===== config.mk =====
export PLATFORM = sky130hd
export DESIGN_NAME = lr35902_joy_matrix
export DESIGN_NICKNAME = d
export VERILOG_FILES = /design/src/rtl/lr35902_joy_matrix.sv
export SDC_FILE = /design/constraint.sdc
export NUM_CORES = 1
export LEC_CHECK = 0
export CORE_MARGIN = 4
export CORE_UTILIZATION = 30
export CTS_CLUSTER_SIZE = 10
export DETAILED_ROUTE_END_ITERATION = 16
export GPL_TIMING_DRIVEN = 1
export PLACE_DENSITY = 0.42
export SETUP_SLACK_MARGIN = 0.02
export SYNTH_ARGS = -nofsm -noshare
export SYNTH_HDL_FRONTEND = slang
export SYNTH_SLANG_ARGS = --single-unit
export TNS_END_PERCENT = 100

===== constraint.sdc =====
create_clock -name clk -period 3.5 [get_ports clk]
set_clock_uncertainty 0.15 [all_clocks]
set_input_delay 0.7 -clock clk [delete_from_list [all_inputs] [get_ports clk]]
set_output_delay 0.7 -clock clk [all_outputs]
set_load 0.03 [all_outputs]

===== src/rtl/lr35902_joy_matrix.sv =====
`default_nettype none
// ============================================================================
// Module      : lr35902_joy_matrix
// Description : Joypad front end for the P1/FF00 register. Synchronises and
//               debounces the eight raw button pins, then emulates the DMG
//               2x4 key matrix driving p10..p13 (active-low) according to the
//               p14 (directions) / p15 (buttons) select lines.
// Ports       : clk      - system clock
//               reset    - synchronous, active-high reset
//               btn_n    - raw pins, active-low, asynchronous
//                          [0]Right [1]Left [2]Up [3]Down
//                          [4]A [5]B [6]Select [7]Start
//               p14/p15  - direction / button group select, active-low
//               p10..p13 - matrix lines, active-low, registered
//               pressed  - debounced state, active-high, btn_n bit order
// Revision    : 1.0 - initial release
// ============================================================================
module lr35902_joy_matrix #(
   parameter int DEB_CYCLES    = 4096,
   parameter bit MASK_OPPOSITE = 1'b1
) (
   input  logic       clk,
   input  logic       reset,
   input  logic [7:0] btn_n,
   input  logic       p14,
   input  logic       p15,
   output logic       p10,
   output logic       p11,
   output logic       p12,
   output logic       p13,
   output logic [7:0] pressed
);

   localparam logic [15:0] C_LAST = 16'(DEB_CYCLES - 1);

   logic [7:0] r_s1;
   logic [7:0] r_s2;
   logic [7:0] w_stable;
   logic [3:0] w_dir_eff;
   logic [3:0] r_p1;

   // Two-flop synchroniser; reset to "released".
   always_ff @(posedge clk) begin
      if (reset) begin
         r_s1 <= 8'hFF;
         r_s2 <= 8'hFF;
      end else begin
         r_s1 <= btn_n;
         r_s2 <= r_s1;
      end
   end

   // Per-pin debouncer: a new level must be seen DEB_CYCLES consecutive
   // cycles at the synchroniser output. Any return to the accepted level
   // restarts the count, so the counter never exceeds C_LAST.
   for (genvar i = 0; i < 8; i++) begin : g_deb
      logic        r_bit;
      logic [15:0] r_cnt;

      always_ff @(posedge clk) begin
         if (reset) begin
            r_bit <= 1'b1;
            r_cnt <= 16'd0;
         end else if (r_s2[i] == r_bit) begin
            r_cnt <= 16'd0;
         end else if (r_cnt == C_LAST) begin
            r_bit <= r_s2[i];
            r_cnt <= 16'd0;
         end else begin
            r_cnt <= r_cnt + 16'd1;
         end
      end

      assign w_stable[i] = r_bit;
   end

   assign pressed = ~w_stable;

   // Physically impossible opposite-direction pairs are reported as neither
   // key pressed on the matrix; the debug vector is left untouched.
   if (MASK_OPPOSITE) begin : g_mask
      assign w_dir_eff[0] = pressed[0] & ~pressed[1];
      assign w_dir_eff[1] = pressed[1] & ~pressed[0];
      assign w_dir_eff[2] = pressed[2] & ~pressed[3];
      assign w_dir_eff[3] = pressed[3] & ~pressed[2];
   end else begin : g_nomask
      assign w_dir_eff = pressed[3:0];
   end

   // Matrix lines: with both groups selected the result is the wired-AND of
   // the two groups. Selects come from the same clock domain.
   always_ff @(posedge clk) begin
      if (reset) begin
         r_p1 <= 4'hF;
      end else begin
         for (int n = 0; n < 4; n++) begin
            r_p1[n] <= ~((~p14 & w_dir_eff[n]) | (~p15 & pressed[n+4]));
         end
      end
   end

   assign p10 = r_p1[0];
   assign p11 = r_p1[1];
   assign p12 = r_p1[2];
   assign p13 = r_p1[3];

endmodule
`default_nettype wire


# After elaboration in Yosys (flattened, before gate mapping)
# Index checks and enable logic that the tools add are counted.
dict set report totals {
  register_bits 156
  input_bits 12
  elab_cells 94
}
dict set report classes {
  n_addsub 8
  eq_ne 16
  bitwise 35
  n_reduce_logical 16
}
# cell n
set op_table {}
lappend op_table {{$add A16 B1 Y16 const B} 8}
lappend op_table {{$eq A16 B12 Y1 const B} 8}
lappend op_table {{$reduce_or A3 Y1} 8}
lappend op_table {{$not A1 Y1} 18}
lappend op_table {{$reduce_and A2 Y1} 8}
lappend op_table {{$and A1 B1 Y1} 12}
lappend op_table {{$eq A1 B1 Y1} 8}
lappend op_table {{$not A8 Y8} 1}
lappend op_table {{$or A1 B1 Y1} 4}

# Longest topological paths before layout
# Gate-level depths: netlist of the first run.
dict set report depth {
  depth_word 6
  depth_mapped 7
  mapped_depth_nobuf 5
}

# Worst setup path before layout of the first run
# OpenSTA, ideal clock, no wires.
dict set report synth_path {
  kind {register to register}
  from {register g_deb[6].r_cnt[0]}
  to {register g_deb[6].r_cnt[15]}
  arrival_time_ns 1.698
  required_time_ns 3.235
  slack_ns 1.538
  path_stages_with_launch 7
  n_path_buf 1
  path_cell_list {dfxtp_1 ha_1 nand2_1 or4_4 o211ai_4 buf_6 nor2_1}
}
dict set report synth_between {
  elab_chain_cells 2
}
# item line
set synth_rtl {}
lappend synth_rtl {{from (decl)} 58} ;# logic [15:0] r_cnt;
lappend synth_rtl {{from (signal assigned)} 70} ;# r_cnt <= r_cnt + 16'd1;
lappend synth_rtl {{branches (longest 2 deep; another with $add A16 B1 Y16)} n/a}
# Several ways; the timed one is not identified.
# A chain may end at the register's enable or synchronous reset.

# Worst setup path after layout of the first run
dict set report layout_path {
  from {register g_deb[3].r_bit}
  to {output pressed[3]}
}
dict set report layout_between {
  elab_chain_cells 1
}
# item line
set layout_rtl {}
lappend layout_rtl {{from (decl)} 57} ;# logic r_bit;
lappend layout_rtl {{from (signal assigned)} 67} ;# r_bit <= r_s2[i];
lappend layout_rtl {{$not A8 Y8} 77} ;# assign pressed = ~w_stable;
lappend layout_rtl {{to (decl)} 31} ;# output logic [7:0] pressed
# Every way passes these cells.

==> flow_summary.ini, run 1 <==
[layout]
final_common_cell = dfxtp_1
fin_nets = 770
area_growth_pct = 17.0
drive_gt1_share_pct = 8.78
final_area_um2 = 7650
final_cell_mix = 156 x dfxtp_1, 137 x nor2_1, 82 x xnor2_1, 42 x nand2_1, 42 x nand3_1
final_core_util_pct = 36.0
stdcell_count = 1038
n_antenna_cell = 0

[synthesis]
synth_xor_area_share_pct = 15.1
synth_nets = 743
netlist_area_um2 = 6540
postSynthAreaPerCell_um2 = 9.05
netlist_instances = 723
synth_top_area_share_pct = 47.8
synth_top_cell_by_area = dfxtp_1
ys_types = 41
synth_flop_cell = dfxtp_1
ys_ff_latch = 156
synth_edf_count = 0
synthArstFlopShare_pct = 0
yosys_warnings = 0
synth_fa_ha_area_share_pct = 1.53
synth_compound_area_share_pct = 2.97
muxShareOfSynthArea_pct = 0.172
synth_area_leaders = dfxtp_1 48%, xnor2_1 11%, nor2_1 7.9%, xor2_1 4.2%, nand3_1 3.2%
synth.yosys.seq_area_share_pct = 47.8
synth-simple-area-share_pct = 28.5
synth_top_family_by_area = simple AND/OR/NAND/NOR gates

[placement]
hpwl_um = 8890
dp.cells = 1006
routabilityCongestion = 0.727
portBuffers = 23
dpl_cell_area_um2 = 7000
pre_cts_ws_ps = 984

[status]
status = completed

[sta]
holdWs_ps = 258
min_period_ps = 2470
fin_tns_setup_ps = 0
slew_headroom_pct = 48.3
setup_viol = 0
fmax_ghz = 0.405
finalHoldViolCount = 0
rsz0062_at_grt = false
timing.final.ws_setup_ps = 1030
slew_viol_final = 0
worst_pin_slew_ps = 775
period_share_pct = 70.6

[worst_setup_path]
cpMaxStageDelayCell = clkdlybuf4s50_1
crit_path_cell_trace = inv_1 > clkdlybuf4s50_1
slowest_delay_ps = 720
end_kind = output pin
worst-path-max-fanout = 3
crit_type = reg2out
required_ps = 2650
cp-start-kind = flop
cp.arrival_ps = 1620

[drt]
ant_nets = 0
vias = 4717
routedWlPerCell_um = 12.3
first_iter_violations = 222
finalWirelength_um = 12700
drt_first_pass_iters = 4
drc = 0
post_drt_via_cell_ratio = 4.54

[clocking]
clockBufferDepth = 2
cts_inserted_buffers = 17
post_cts_buffers = 0
root_buffer = clkbuf_16
insertion_delay_ps = 420
clkSinkCount = 156
cts_max_level = 4
cts_tree = built
clk_pin_slew_ps = 60
hold_buffers = 0
cts.repair.resized = 0

[flow_run]
drv_cap = 0

[power]
vdd_drop_max_v = 0.000239
totalPowerFinal_mw = 3.89
leakage_nw = 2.34
p_per_area_nw_per_um2 = 508

[floorplan]
fp.dieArea_um2 = 24200
ioPinCount = 24
die_width_um = 156
die_h_um = 156
start_util_pct = 30.8
row_count = 53
core_um2 = 21200

[global_routing]
grt_max_degree = 23
grt_pass1_vias = 4584
antenna_found_initial = 0
grt_overflow = 0
track_usage_pct = 11.1
grt_first_pass_wirelength_um = 22000

[min_path]
hold_path_class = reg2reg
Yosys cell counts, types with 10 or more instances:
library cell,number
inv_1,34
or2_2,19
nor4_1,25
or3_1,10
nor3_1,30
nand2_1,42
xnor2_1,82
xor2_1,31
nand4_1,30
nor2_1,137
nand3_1,42
dfxtp_1,156
worst paths after layout:
| path | startpoint | to | slack, ps | depth (start not counted) |
|---|---|---|---|---|
| setup / recovery | g_deb[3].r_bit$_SDFFE_PP1P_ | pressed[3] | 1030 | 2 |
| hold / removal | r_s1[4]$_SDFF_PP1_ | r_s2[4]$_SDFF_PP1_ | 260 | 1 |
| setup reg to reg | g_deb[7].r_cnt[12]$_SDFF_PP0_ | g_deb[7].r_cnt[14]$_SDFF_PP0_ | 1210 | 4 |
| hold reg to reg | r_s1[4]$_SDFF_PP1_ | r_s2[4]$_SDFF_PP1_ | 260 | 1 |
report_power, final:
part	leakage [nW]	total, mW	switching [mW]	internal (mW)
logic	0.769	0.0521	0.0286	0.0234
clock network	0.313	2.04	0.739	1.30
registers	1.26	1.79	0.00610	1.79
total	2.34	3.89	0.774	3.11
per-layer routing:
metal | GRT usage (%) | wire length (µm) | vias up
li1 | - | - | 2500
met1 | 14.9 | 6410 | 2163
met2 | 17.3 | 5710 | 45
met3 | 3.11 | 476 | 9
met4 | 4.00 | 134 | 0
met5 | 0 | 0 | -
cells by family (layout without fill, tap and decap cells):
| kind of cell | after synthesis | in the layout |
|---|---|---|
| flip-flops | 156 | 156 |
| buffers and inverters | 51 | 91 |
| XOR/XNOR | 113 | 113 |
| AO/OA/AOI/OAI | 27 | 27 |
| adder cells (fa/ha/maj) | 8 | 8 |
| AND/OR/NAND/NOR | 367 | 367 |
| multiplexers | 1 | 1 |
worst max-delay path, delay by kind of cell (launching register included):
kind	cells	cell delay, ps
flip-flops	1	360
buffers and inverters	2	850
state kept, by name, indices dropped and copies added, names as in the netlist:
signal and count:
g_deb.r_cnt 128, r_s1 8, r_s2 8, g_deb.r_bit 8, r_p1 4
layout make-up:
cell class	count	area, µm²
multi-input cells	516	3160
flip-flops and latches	156	3120
well taps	275	344
clock buffers	21	460
inverters	34	128
repair buffers	25	245
clock inverters	11	189
fillers	2177	13600
Power figures use the tool's default switching activity.
==> run 2, diff against run 1 <==
==> constraint.sdc (replaced) <==
create_clock -name clk -period 2.5 [get_ports clk]
set_clock_uncertainty 0.15 [all_clocks]
set_input_delay 0.5 -clock clk [delete_from_list [all_inputs] [get_ports clk]]
set_output_delay 0.5 -clock clk [all_outputs]
set_load 0.03 [all_outputs]
==> run 2 against run 1 <==
Effect of this change:
- final area grew 0.54%
- worst setup slack lost 850 ps
- sequential share of layout area shrank 0.22 points
- count of clock-buffer cells in the layout grew 2
- total power grew 40%
- critical path depth is the same
- die area is the same
- highest routed layer unchanged
==> flow_summary.ini, run 2 (synthesis results as in run 1) <==
[layout]
largest_register_ffs = 128
final_common_cell = dfxtp_1
n_antenna_cell = 0
area_growth_pct = 17.6
top_register = g_deb.r_cnt
final_core_util_pct = 36.2
fin_nets = 775
final_cell_mix = 156 x dfxtp_1, 137 x nor2_1, 82 x xnor2_1, 42 x nand2_1, 42 x nand3_1
drive_gt1_share_pct = 9.27

[drt]
routedWlPerCell_um = 12.2
first_iter_violations = 171
post_drt_via_cell_ratio = 4.60
vias = 4790
drt_first_pass_iters = 4
finalWirelength_um = 12700
ant_nets = 0
drc = 0

[clocking]
post_cts_buffers = 0
cts_inserted_buffers = 17
clkSinkCount = 156
clockBufferDepth = 2
insertion_delay_ps = 410
root_buffer = clkbuf_16
hold_buffers = 0
clk_pin_slew_ps = 60
cts_max_level = 4
cts_tree = built

[sta]
timing.final.ws_setup_ps = 183
slew_headroom_pct = 47.6
finalHoldViolCount = 0
rsz0062_at_grt = false
fmax_ghz = 0.432
setup_viol = 0
period_share_pct = 92.7
min_period_ps = 2320
slew_viol_final = 0
fin_tns_setup_ps = 0
worst_pin_slew_ps = 786

[power]
p_per_area_nw_per_um2 = 706
pwr-share-seq_pct = 46.3
totalPowerFinal_mw = 5.43
switching_power_mw = 1.03
intPower_mw = 4.40
vdd_drop_max_v = 0.000393
power_frac_comb_pct = 1.4
leakage_nw = 2.37
p_sw_share_pct = 18.9
power_frac_clock_pct = 52.4

[worst_setup_path]
worst-path-max-fanout = 3
crit_type = reg2out
end_kind = output pin
cp.arrival_ps = 1670
cp_top_family = buffers and inverters
crit_path_cell_trace = inv_1 > clkdlybuf4s50_1
cpMaxStageDelayCell = clkdlybuf4s50_1
cp-start-kind = flop
required_ps = 1850
slowest_delay_ps = 720
path_buf_inv = 2

[global_routing]
grt_first_pass_wirelength_um = 22200
grt_pass1_vias = 4749
grt_overflow = 0
antenna_found_initial = 0
track_usage_pct = 11.2
grt_max_degree = 23

[placement]
hpwl_um = 9000
routabilityCongestion = 0.740
portBuffers = 23
pre_cts_ws_ps = 186

[floorplan]
die_h_um = 156
row_count = 53
die_width_um = 156
ioPinCount = 24
core_um2 = 21200
start_util_pct = 30.8
fp.dieArea_um2 = 24200

[status]
status = completed

[min_path]
hold_path_class = reg2reg

[flow_run]
drv_cap = 0
run 2: changes by cell type in the layout (fill, tap and decap cells not counted), sizes merged:
| cell | change |
|---|---|
| clkinvlp | -2 |
| clkbuf | +2 |
| clkinv | -1 |
| inv | -1 |
| buf | +5 |
run 2: timing repair:
item | CTS | global route
setup endpoints to repair | 0 | 16
hold endpoints to repair | 0 | 0
resized for setup | 0 | 1
run 2: power groups by stage:
stage | Sequential (mW) | Clock, mW | Combinational (mW)
5_1_grt | 2.51 | 3.04 | 0.0824
3_5_place_dp | 2.57 | 0 | 0.0752
3_3_place_gp | 2.57 | 0 | 0.0744
6_report | 2.51 | 2.84 | 0.0745
4_1_cts | 2.51 | 2.94 | 0.0753
2_1_floorplan | 2.56 | 0 | 0.0460
run 2: final timing paths:
check	start	cells past startpoint	to	slack [ps]
max	g_deb[2].r_bit$_SDFFE_PP1P_	2	pressed[2]	180
min	r_s1[0]$_SDFF_PP1_	1	r_s2[0]$_SDFF_PP1_	260
max reg2reg	g_deb[7].r_cnt[12]$_SDFF_PP0_	4	g_deb[7].r_cnt[10]$_SDFF_PP0_	220
min reg2reg	r_s1[0]$_SDFF_PP1_	1	r_s2[0]$_SDFF_PP1_	260
run 2: layer usage:
layer  part of all wire [%]  global-route usage (%)  wire length, µm  vias up
li1                       -                       -                -     2516
met1                     49                    14.1             6270     2205
met2                     45                    17.8             5740       54
met3                    3.5                    3.77              450       15
met4                    2.1                    4.50              272        0
met5                      0                       0                0        -
run 2: final cells by class:
| type | count | area [µm²] |
|---|---|---|
| clock buffer | 23 | 488 |
| clock inverter | 7 | 160 |
| fill | 2132 | 13500 |
| inverter | 34 | 128 |
| multi-input combinational | 516 | 3160 |
| sequential | 156 | 3120 |
| tap | 275 | 344 |
| timing repair buffer | 30 | 283 |
run 2: stage by stage:
stage	instances	area [µm²]	hold slack (ps)
finish	1041	7690	256
global route	1041	7690	273
CTS	1041	7680	258
detailed placement	1011	7040	244
global placement	1011	7040	242
floorplan	723	6540	239
run 2: worst register-to-register path, stage by stage (launching register included):
cell and delay (ps):
dfxtp_1 330, or4_4 550, nor4_4 320, or2_0 660, nor2_1 120
==> run 3, diff against run 2 <==
--- a/config.mk
+++ b/config.mk
@@ -11,7 +11,7 @@
 export DETAILED_ROUTE_END_ITERATION = 16
 export GPL_TIMING_DRIVEN = 1
 export PLACE_DENSITY = 0.42
-export SETUP_SLACK_MARGIN = 0.02
+export SLEW_MARGIN = 30
 export SYNTH_ARGS = -nofsm -noshare
 export SYNTH_HDL_FRONTEND = slang
 export SYNTH_SLANG_ARGS = --single-unit
==> results of run 3 <==
No change in the layout: final DEF, timing and power equal those of run 2.
